==> src/rtl/mul_pkg.sv <==
// Shared definitions for the iterative shift-and-add multiplier.
// Contents: state encoding, datapath widths, last-iteration count, magnitude helper.
package mul_pkg;

    localparam int unsigned MUL_W = 32;
    localparam int unsigned CNT_W = 6;

    localparam logic [CNT_W-1:0] MUL_CNT_LAST = CNT_W'(31);

    typedef enum logic [1:0] {
        IDLE = 2'd0,
        RUN  = 2'd1,
        DONE = 2'd2,
        NEG  = 2'd3
    } mul_state_e;

    // Two's complement magnitude; 0x8000_0000 maps to itself, which is the correct unsigned magnitude.
    function automatic logic [MUL_W-1:0] abs_val(input logic [MUL_W-1:0] x);
        return x[MUL_W-1] ? (~x + MUL_W'(1)) : x;
    endfunction

endpackage

==> src/rtl/adder_32bit.sv <==
// 32-bit adder with carry in/out used as the multiplier accumulate and increment unit.
// Ports: a, b (32b operands), c_in (carry in), sum (32b result), c_out (carry out).
module adder_32bit
    import mul_pkg::*;
(
    input  logic [MUL_W-1:0] a,
    input  logic [MUL_W-1:0] b,
    input  logic             c_in,
    output logic [MUL_W-1:0] sum,
    output logic             c_out
);

    // 33-bit result keeps the carry so no overflow is ever lost.
    always_comb begin
        {c_out, sum} = (MUL_W+1)'(a) + (MUL_W+1)'(b) + (MUL_W+1)'(c_in);
    end

endmodule

==> src/rtl/seq_multiplier_32bit.sv <==
// Iterative 32x32->64 shift-and-add multiplier, one multiplier bit per clock.
// Ports: clk, rst_n (sync active-low), in1/in2 (operands, sampled on accepted start),
//        start (accepted in IDLE only), busy, done (1-cycle pulse), product (64b, held).
// Optional: SIGNED_MUL_EN selects two's complement operands and adds a two-cycle NEG state.
module seq_multiplier_32bit
    import mul_pkg::*;
#(
    parameter int unsigned WIDTH = 32
) (
    input  logic               clk,
    input  logic               rst_n,
    input  logic [WIDTH-1:0]   in1,
    input  logic [WIDTH-1:0]   in2,
    input  logic               start,
    output logic               busy,
    output logic               done,
    output logic [2*WIDTH-1:0] product
);

    mul_state_e       state, state_nxt;
    logic [MUL_W-1:0] mcand, mcand_nxt;
    logic [MUL_W-1:0] acc_hi, acc_hi_nxt;
    logic [MUL_W-1:0] acc_lo, acc_lo_nxt;
    logic [CNT_W-1:0] cnt, cnt_nxt;
    logic             busy_nxt, done_nxt;
    logic [2*MUL_W-1:0] product_nxt;

    logic [MUL_W-1:0] add_a, add_b, add_sum;
    logic             add_cin, add_cout;

`ifdef SIGNED_MUL_EN
    logic neg, neg_nxt;
    logic neg_carry, neg_carry_nxt;
    logic neg_phase, neg_phase_nxt;
`endif

    adder_32bit u_adder (
        .a     (add_a),
        .b     (add_b),
        .c_in  (add_cin),
        .sum   (add_sum),
        .c_out (add_cout)
    );

    // State and datapath registers.
    always_ff @(posedge clk) begin
        if (!rst_n) begin
            state   <= IDLE;
            mcand   <= '0;
            acc_hi  <= '0;
            acc_lo  <= '0;
            cnt     <= '0;
            busy    <= 1'b0;
            done    <= 1'b0;
            product <= '0;
`ifdef SIGNED_MUL_EN
            neg       <= 1'b0;
            neg_carry <= 1'b0;
            neg_phase <= 1'b0;
`endif
        end else begin
            state   <= state_nxt;
            mcand   <= mcand_nxt;
            acc_hi  <= acc_hi_nxt;
            acc_lo  <= acc_lo_nxt;
            cnt     <= cnt_nxt;
            busy    <= busy_nxt;
            done    <= done_nxt;
            product <= product_nxt;
`ifdef SIGNED_MUL_EN
            neg       <= neg_nxt;
            neg_carry <= neg_carry_nxt;
            neg_phase <= neg_phase_nxt;
`endif
        end
    end

    // Next-state, datapath and adder operand selection.
    always_comb begin
        state_nxt   = state;
        mcand_nxt   = mcand;
        acc_hi_nxt  = acc_hi;
        acc_lo_nxt  = acc_lo;
        cnt_nxt     = cnt;
        busy_nxt    = busy;
        done_nxt    = 1'b0;
        product_nxt = product;
        add_a       = acc_hi;
        add_b       = mcand;
        add_cin     = 1'b0;
`ifdef SIGNED_MUL_EN
        neg_nxt       = neg;
        neg_carry_nxt = neg_carry;
        neg_phase_nxt = neg_phase;
`endif

        case (state)
            IDLE: begin
                if (start) begin
                    state_nxt  = RUN;
                    acc_hi_nxt = '0;
                    cnt_nxt    = '0;
                    busy_nxt   = 1'b1;
`ifdef SIGNED_MUL_EN
                    mcand_nxt  = abs_val(in1);
                    acc_lo_nxt = abs_val(in2);
                    neg_nxt    = in1[MUL_W-1] ^ in2[MUL_W-1];
`else
                    mcand_nxt  = in1;
                    acc_lo_nxt = in2;
`endif
                end
            end

            RUN: begin
                // Add the multiplicand when the current multiplier bit is set, then shift right.
                if (acc_lo[0]) begin
                    {acc_hi_nxt, acc_lo_nxt} = {add_cout, add_sum, acc_lo[MUL_W-1:1]};
                end else begin
                    {acc_hi_nxt, acc_lo_nxt} = {1'b0, acc_hi, acc_lo[MUL_W-1:1]};
                end
                cnt_nxt = cnt + CNT_W'(1);
                if (cnt == MUL_CNT_LAST) begin
`ifdef SIGNED_MUL_EN
                    state_nxt     = NEG;
                    neg_phase_nxt = 1'b0;
`else
                    state_nxt   = DONE;
                    done_nxt    = 1'b1;
                    product_nxt = {acc_hi_nxt, acc_lo_nxt};
`endif
                end
            end

`ifdef SIGNED_MUL_EN
            // Two-cycle negate: low half ~x+1 first, then high half ~x+carry.
            NEG: begin
                add_b = '0;
                if (!neg_phase) begin
                    add_a         = ~acc_lo;
                    add_cin       = 1'b1;
                    neg_phase_nxt = 1'b1;
                    if (neg) begin
                        acc_lo_nxt    = add_sum;
                        neg_carry_nxt = add_cout;
                    end
                end else begin
                    add_a       = ~acc_hi;
                    add_cin     = neg_carry;
                    state_nxt   = DONE;
                    done_nxt    = 1'b1;
                    if (neg) begin
                        acc_hi_nxt  = add_sum;
                        product_nxt = {add_sum, acc_lo};
                    end else begin
                        product_nxt = {acc_hi, acc_lo};
                    end
                end
            end
`endif

            DONE: begin
                state_nxt = IDLE;
                busy_nxt  = 1'b0;
            end

            default: begin
                state_nxt = IDLE;
            end
        endcase
    end

endmodule

==> config.mk <==
export PLATFORM = sky130hd
export DESIGN_NAME = seq_multiplier_32bit
export DESIGN_NICKNAME = d
export VERILOG_FILES = /design/src/rtl/mul_pkg.sv /design/src/rtl/adder_32bit.sv /design/src/rtl/seq_multiplier_32bit.sv
export SDC_FILE = /design/constraint.sdc
export NUM_CORES = 1
export LEC_CHECK = 0
export BUFFER_PORTS_ARGS = -buffer_cell sky130_fd_sc_hd__buf_2
export CORE_MARGIN = 5
export CORE_UTILIZATION = 49
export CTS_BUF_LIST = sky130_fd_sc_hd__clkbuf_16
export DETAILED_ROUTE_END_ITERATION = 16
export PLACE_DENSITY = 0.68
export REMOVE_ABC_BUFFERS = 1
export SYNTH_ARGS = -nofsm -noshare
export SYNTH_HDL_FRONTEND = slang
export SYNTH_SLANG_ARGS = --single-unit
export TNS_END_PERCENT = 1
==> constraint.sdc <==
create_clock -name clk -period 3.43 [get_ports clk]
set_input_delay 0 -clock clk [delete_from_list [all_inputs] [get_ports clk]]
set_output_delay 0 -clock clk [all_outputs]
set_load 0.01 [all_outputs]
==> metrics.md <==
| Metric | Value |
|---|---|
| Status | finished clean |
| Peak supply drop | 0.479 mV |
| Pin count of the biggest net entering global routing | 92 |
| Leading register cell type out of synthesis | dfxtp_1 |
| Post-CTS setup buffers | 0 |
| Vias in the first global route | 7684 |
| Critical-path top delay cell | fa_1 |
| Diode count | 0 |
| Setup CP Type | reg -> reg |
| Final worst path period need | 2670 ps |
| Min-delay src | start |
| Drt total wl | 23.5 mm |
| IO Count | 133 |
| Crit path max-delay family | compound AO/OA/AOI/OAI gates |
| Die W | 140 um |
| Wire per inst | 16.6 um |
| Yosys warning count | 0 |
| Top cells by area, synth | dfxtp_1 41%, a21oi_1 8.4%, nand2_1 8.0% |
| Clk slew on worst S/H paths | 70 ps |
| Mean Syn Cell Area | 7.99 um^2 |
| Rows | 47 |
| Hold/Removal Path Class | in -> reg |
| Via count | 7991 |
| Synthesized area | 0.00826 mm^2 |
| Pwr Density | 445 mW/mm^2 |
| Sequential-to-total area share from yosys stat | 41.2% |
| CP Data Arrival Time | 3000 ps |
| Register bit total from synthesis | 170 |
| Antenna-violating nets left | 0 |
| Buf+Inv Stages, Crit Path | 0 |
| DP HPWL | 14.9 mm |
| Fin Hold WS | 100 ps |
| DR WL met3 | 1.42 mm |
| First DRT Iteration DRCs | 471 |
| FMAX | 0.375 GHz |
| Die ar. | 0.0196 mm^2 |
| Worst hold path cell count | 3 |
| Final Cycle Share | 77.7% |
| Final worst slack | 764 ps |
| Critical Path RT | 3770 ps |
| CP max FO | 6 |
| Reg2Reg Setup Slack | 760 ps |
| Reg2Reg Depth | 9 |
| CTS tree | yes |
| Clock root buffer | clkbuf_16 |
| Bufs on Longest Clock Path | 2 |
| Max-cap viol count | 0 |
| Clock sink total | 170 |
| Worst-path cell chain | ha_1, fa_1, a21o_1, a221o_2, a21oi_2, o41ai_4, a21oi_1, xor2_1, a221oi_1 |
| Synth top area share | 41.2% |
| Hold Vio Cnt, Final | 0 |
| Remaining Overflow, GRT | 0 |
| # DRC | 0 |
| Synth cell count leaders | 176 x nand2_1, 170 x dfxtp_1, 138 x a21oi_1 |
| Largest area contributor in the netlist | dfxtp_1 |
| Cts bufs inserted | 17 |
| Via/cell ratio | 5.63 |
| Distinct cells, synth | 66 |
| RSZ-0062 raised after global routing | no |
| Slew @ Worst Pin | 971 ps |
| Top Layer Used | met4 |
| Placer Congestion | 0.909 |
| Worst clock skew | 10.3 ps |
| Slew headroom | 35.3% |
| Synth Instances | 1034 |
| M1 WL | 10.7 mm |
| Layout area overhead | 24.1% |
| EDFF count, synth | 0 |
| Port buffer count | 132 |
| Fraction of registers with async set/reset | 0% |
| Setup violations, final | 0 |
| Met2 WL | 10.9 mm |
| Worst setup EP type | flop |
| GR Util All Layers | 23.6% |
| First-pass GRT wire length | 38.5 mm |
| Finished Layout Cells | 1419 |
| Die Ht | 140 um |
| Initial Utilization | 49.8% |
| NumNets Final | 1287 |
| Clock Latency Late Sink | 430 ps |
| Setup WS pre-CTS | 796 ps |
| R2r startpoint | acc_hi[0] |
| Startpoint Class | flop |
| Post-Place Cells | 1322 |
| Hold EP | busy |
| Core ar. | 0.0166 mm^2 |
| R2R Path End | product[55] |
| First drt pass iteration count | 5 |
| P_leak | 0.00416 uW |
| Initial antenna violation count | 0 |
| Largest stage delay, worst path | 410 ps |
| FILL cells | 1536 |
| H-tree Lvls | 4 |
| Slew Viols, Final | 0 |
| Most numerous cell in the Yosys netlist | nand2_1 |
| Ratio of cells with drive above 1 in the final layout | 17.6% |
[how the worst max path moves through the flow]
stage | slack (ps) | from | cells after the start | to
after detailed placement | 800 | acc_hi[0] | 9 | product[55]
after global placement | 850 | acc_hi[0] | 9 | product[55]
after global routing | 600 | acc_hi[0] | 9 | product[57]
final | 760 | acc_hi[0] | 9 | product[55]
after CTS | 770 | acc_hi[0] | 9 | product[47]
after floorplan | -2750 | state[1] | 6 | product[56]
[layer usage]
layer / GRT usage [%] / vias to the layer above
li1: - / 4007
met3: 5.32 / 40
met2: 39.9 / 256
met5: 0 / -
met1: 30.7 / 3688
met4: 5.97 / 0
[sequential cells by signal, summed over array words and instances (netlist names)]
| name | cells |
|---|---|
| state | 2 |
| acc_lo | 32 |
| product | 64 |
| cnt | 6 |
| busy | 1 |
| add_b | 32 |
| acc_hi | 32 |
| done | 1 |
[what timing repair did]
item,in CTS,in global routing
resized for setup,0,0
hold buffers,65,0
hold endpoints to repair,66,0
[cell type report]
| class | instances | area, um^2 | share of cell area [%] |
|---|---|---|---|
| multi-input cells | 775 | 4520 | 44.0 |
| flip-flops and latches | 170 | 3400 | 33.2 |
| repair buffers | 211 | 1420 | 13.8 |
| clock buffers | 17 | 425 | 4.15 |
| well taps | 220 | 275 | 2.68 |
| clock inverters | 15 | 179 | 1.74 |
| inverters | 11 | 43.8 | 0.427 |
[cells in the final DEF, fill, tap and decap left out, types with 9 or more instances in the layout]
| cell | netlist | final |
|---|---|---|
| clkbuf_16 | 0 | 17 |
| a31oi_1 | 11 | 11 |
| buf_4 | 1 | 14 |
| nand3_1 | 14 | 14 |
| nand2_1 | 176 | 174 |
| a22oi_1 | 18 | 18 |
| mux2i_1 | 9 | 9 |
| a21oi_1 | 138 | 138 |
| nor3_1 | 14 | 13 |
| dfxtp_1 | 170 | 170 |
| dlygate4sd3_1 | 0 | 65 |
| ha_1 | 33 | 33 |
| o221ai_1 | 33 | 33 |
| xor2_1 | 13 | 13 |
| o21ai_0 | 43 | 43 |
| o22ai_1 | 16 | 16 |
| inv_1 | 11 | 10 |
| buf_2 | 10 | 132 |
| xnor2_1 | 15 | 15 |
| nor2_1 | 134 | 133 |
[metrics by stage]
stage | TNS (ps) | cell area (um^2) | utilization, % | total power (uW)
after global placement | 0 | 9000 | 54.3 | 2560
after CTS | 0 | 10300 | 61.9 | 4590
after global routing | 0 | 10300 | 61.9 | 4740
after detailed placement | 0 | 9000 | 54.3 | 2560
after floorplan | -119870 | 7950 | - | 2390
final | 0 | 10300 | 61.9 | 4560
[power by group]
| group | internal [uW] | total (uW) | leakage (uW) | switching [uW] |
|---|---|---|---|---|
| Clock | 1100 | 1980 | 0.000295 | 875 |
| Sequential | 2040 | 2100 | 0.00138 | 55.5 |
| Combinational | 195 | 485 | 0.00248 | 291 |
[worst reg2reg max path: cells and delay by family, from the launching register on]
| family | cells | cell delay [ps] |
|---|---|---|
| compound gates | 6 | 1480 |
| fa+ha+maj | 2 | 660 |
| flops | 1 | 320 |
| xor+xnor | 1 | 100 |
[cell families (layout without fill, tap and decap cells)]
logic type	after synthesis	count (layout)	synth area share, %
flops	170	170	41.2
compound gates	333	333	26.7
simple gates	370	370	18.4
buf+inv	89	254	4.33
mux	10	10	1.23
fa+ha+maj	34	34	5.24
xor+xnor	28	28	2.97
No activity file was read; power rests on OpenSTA's default activity.
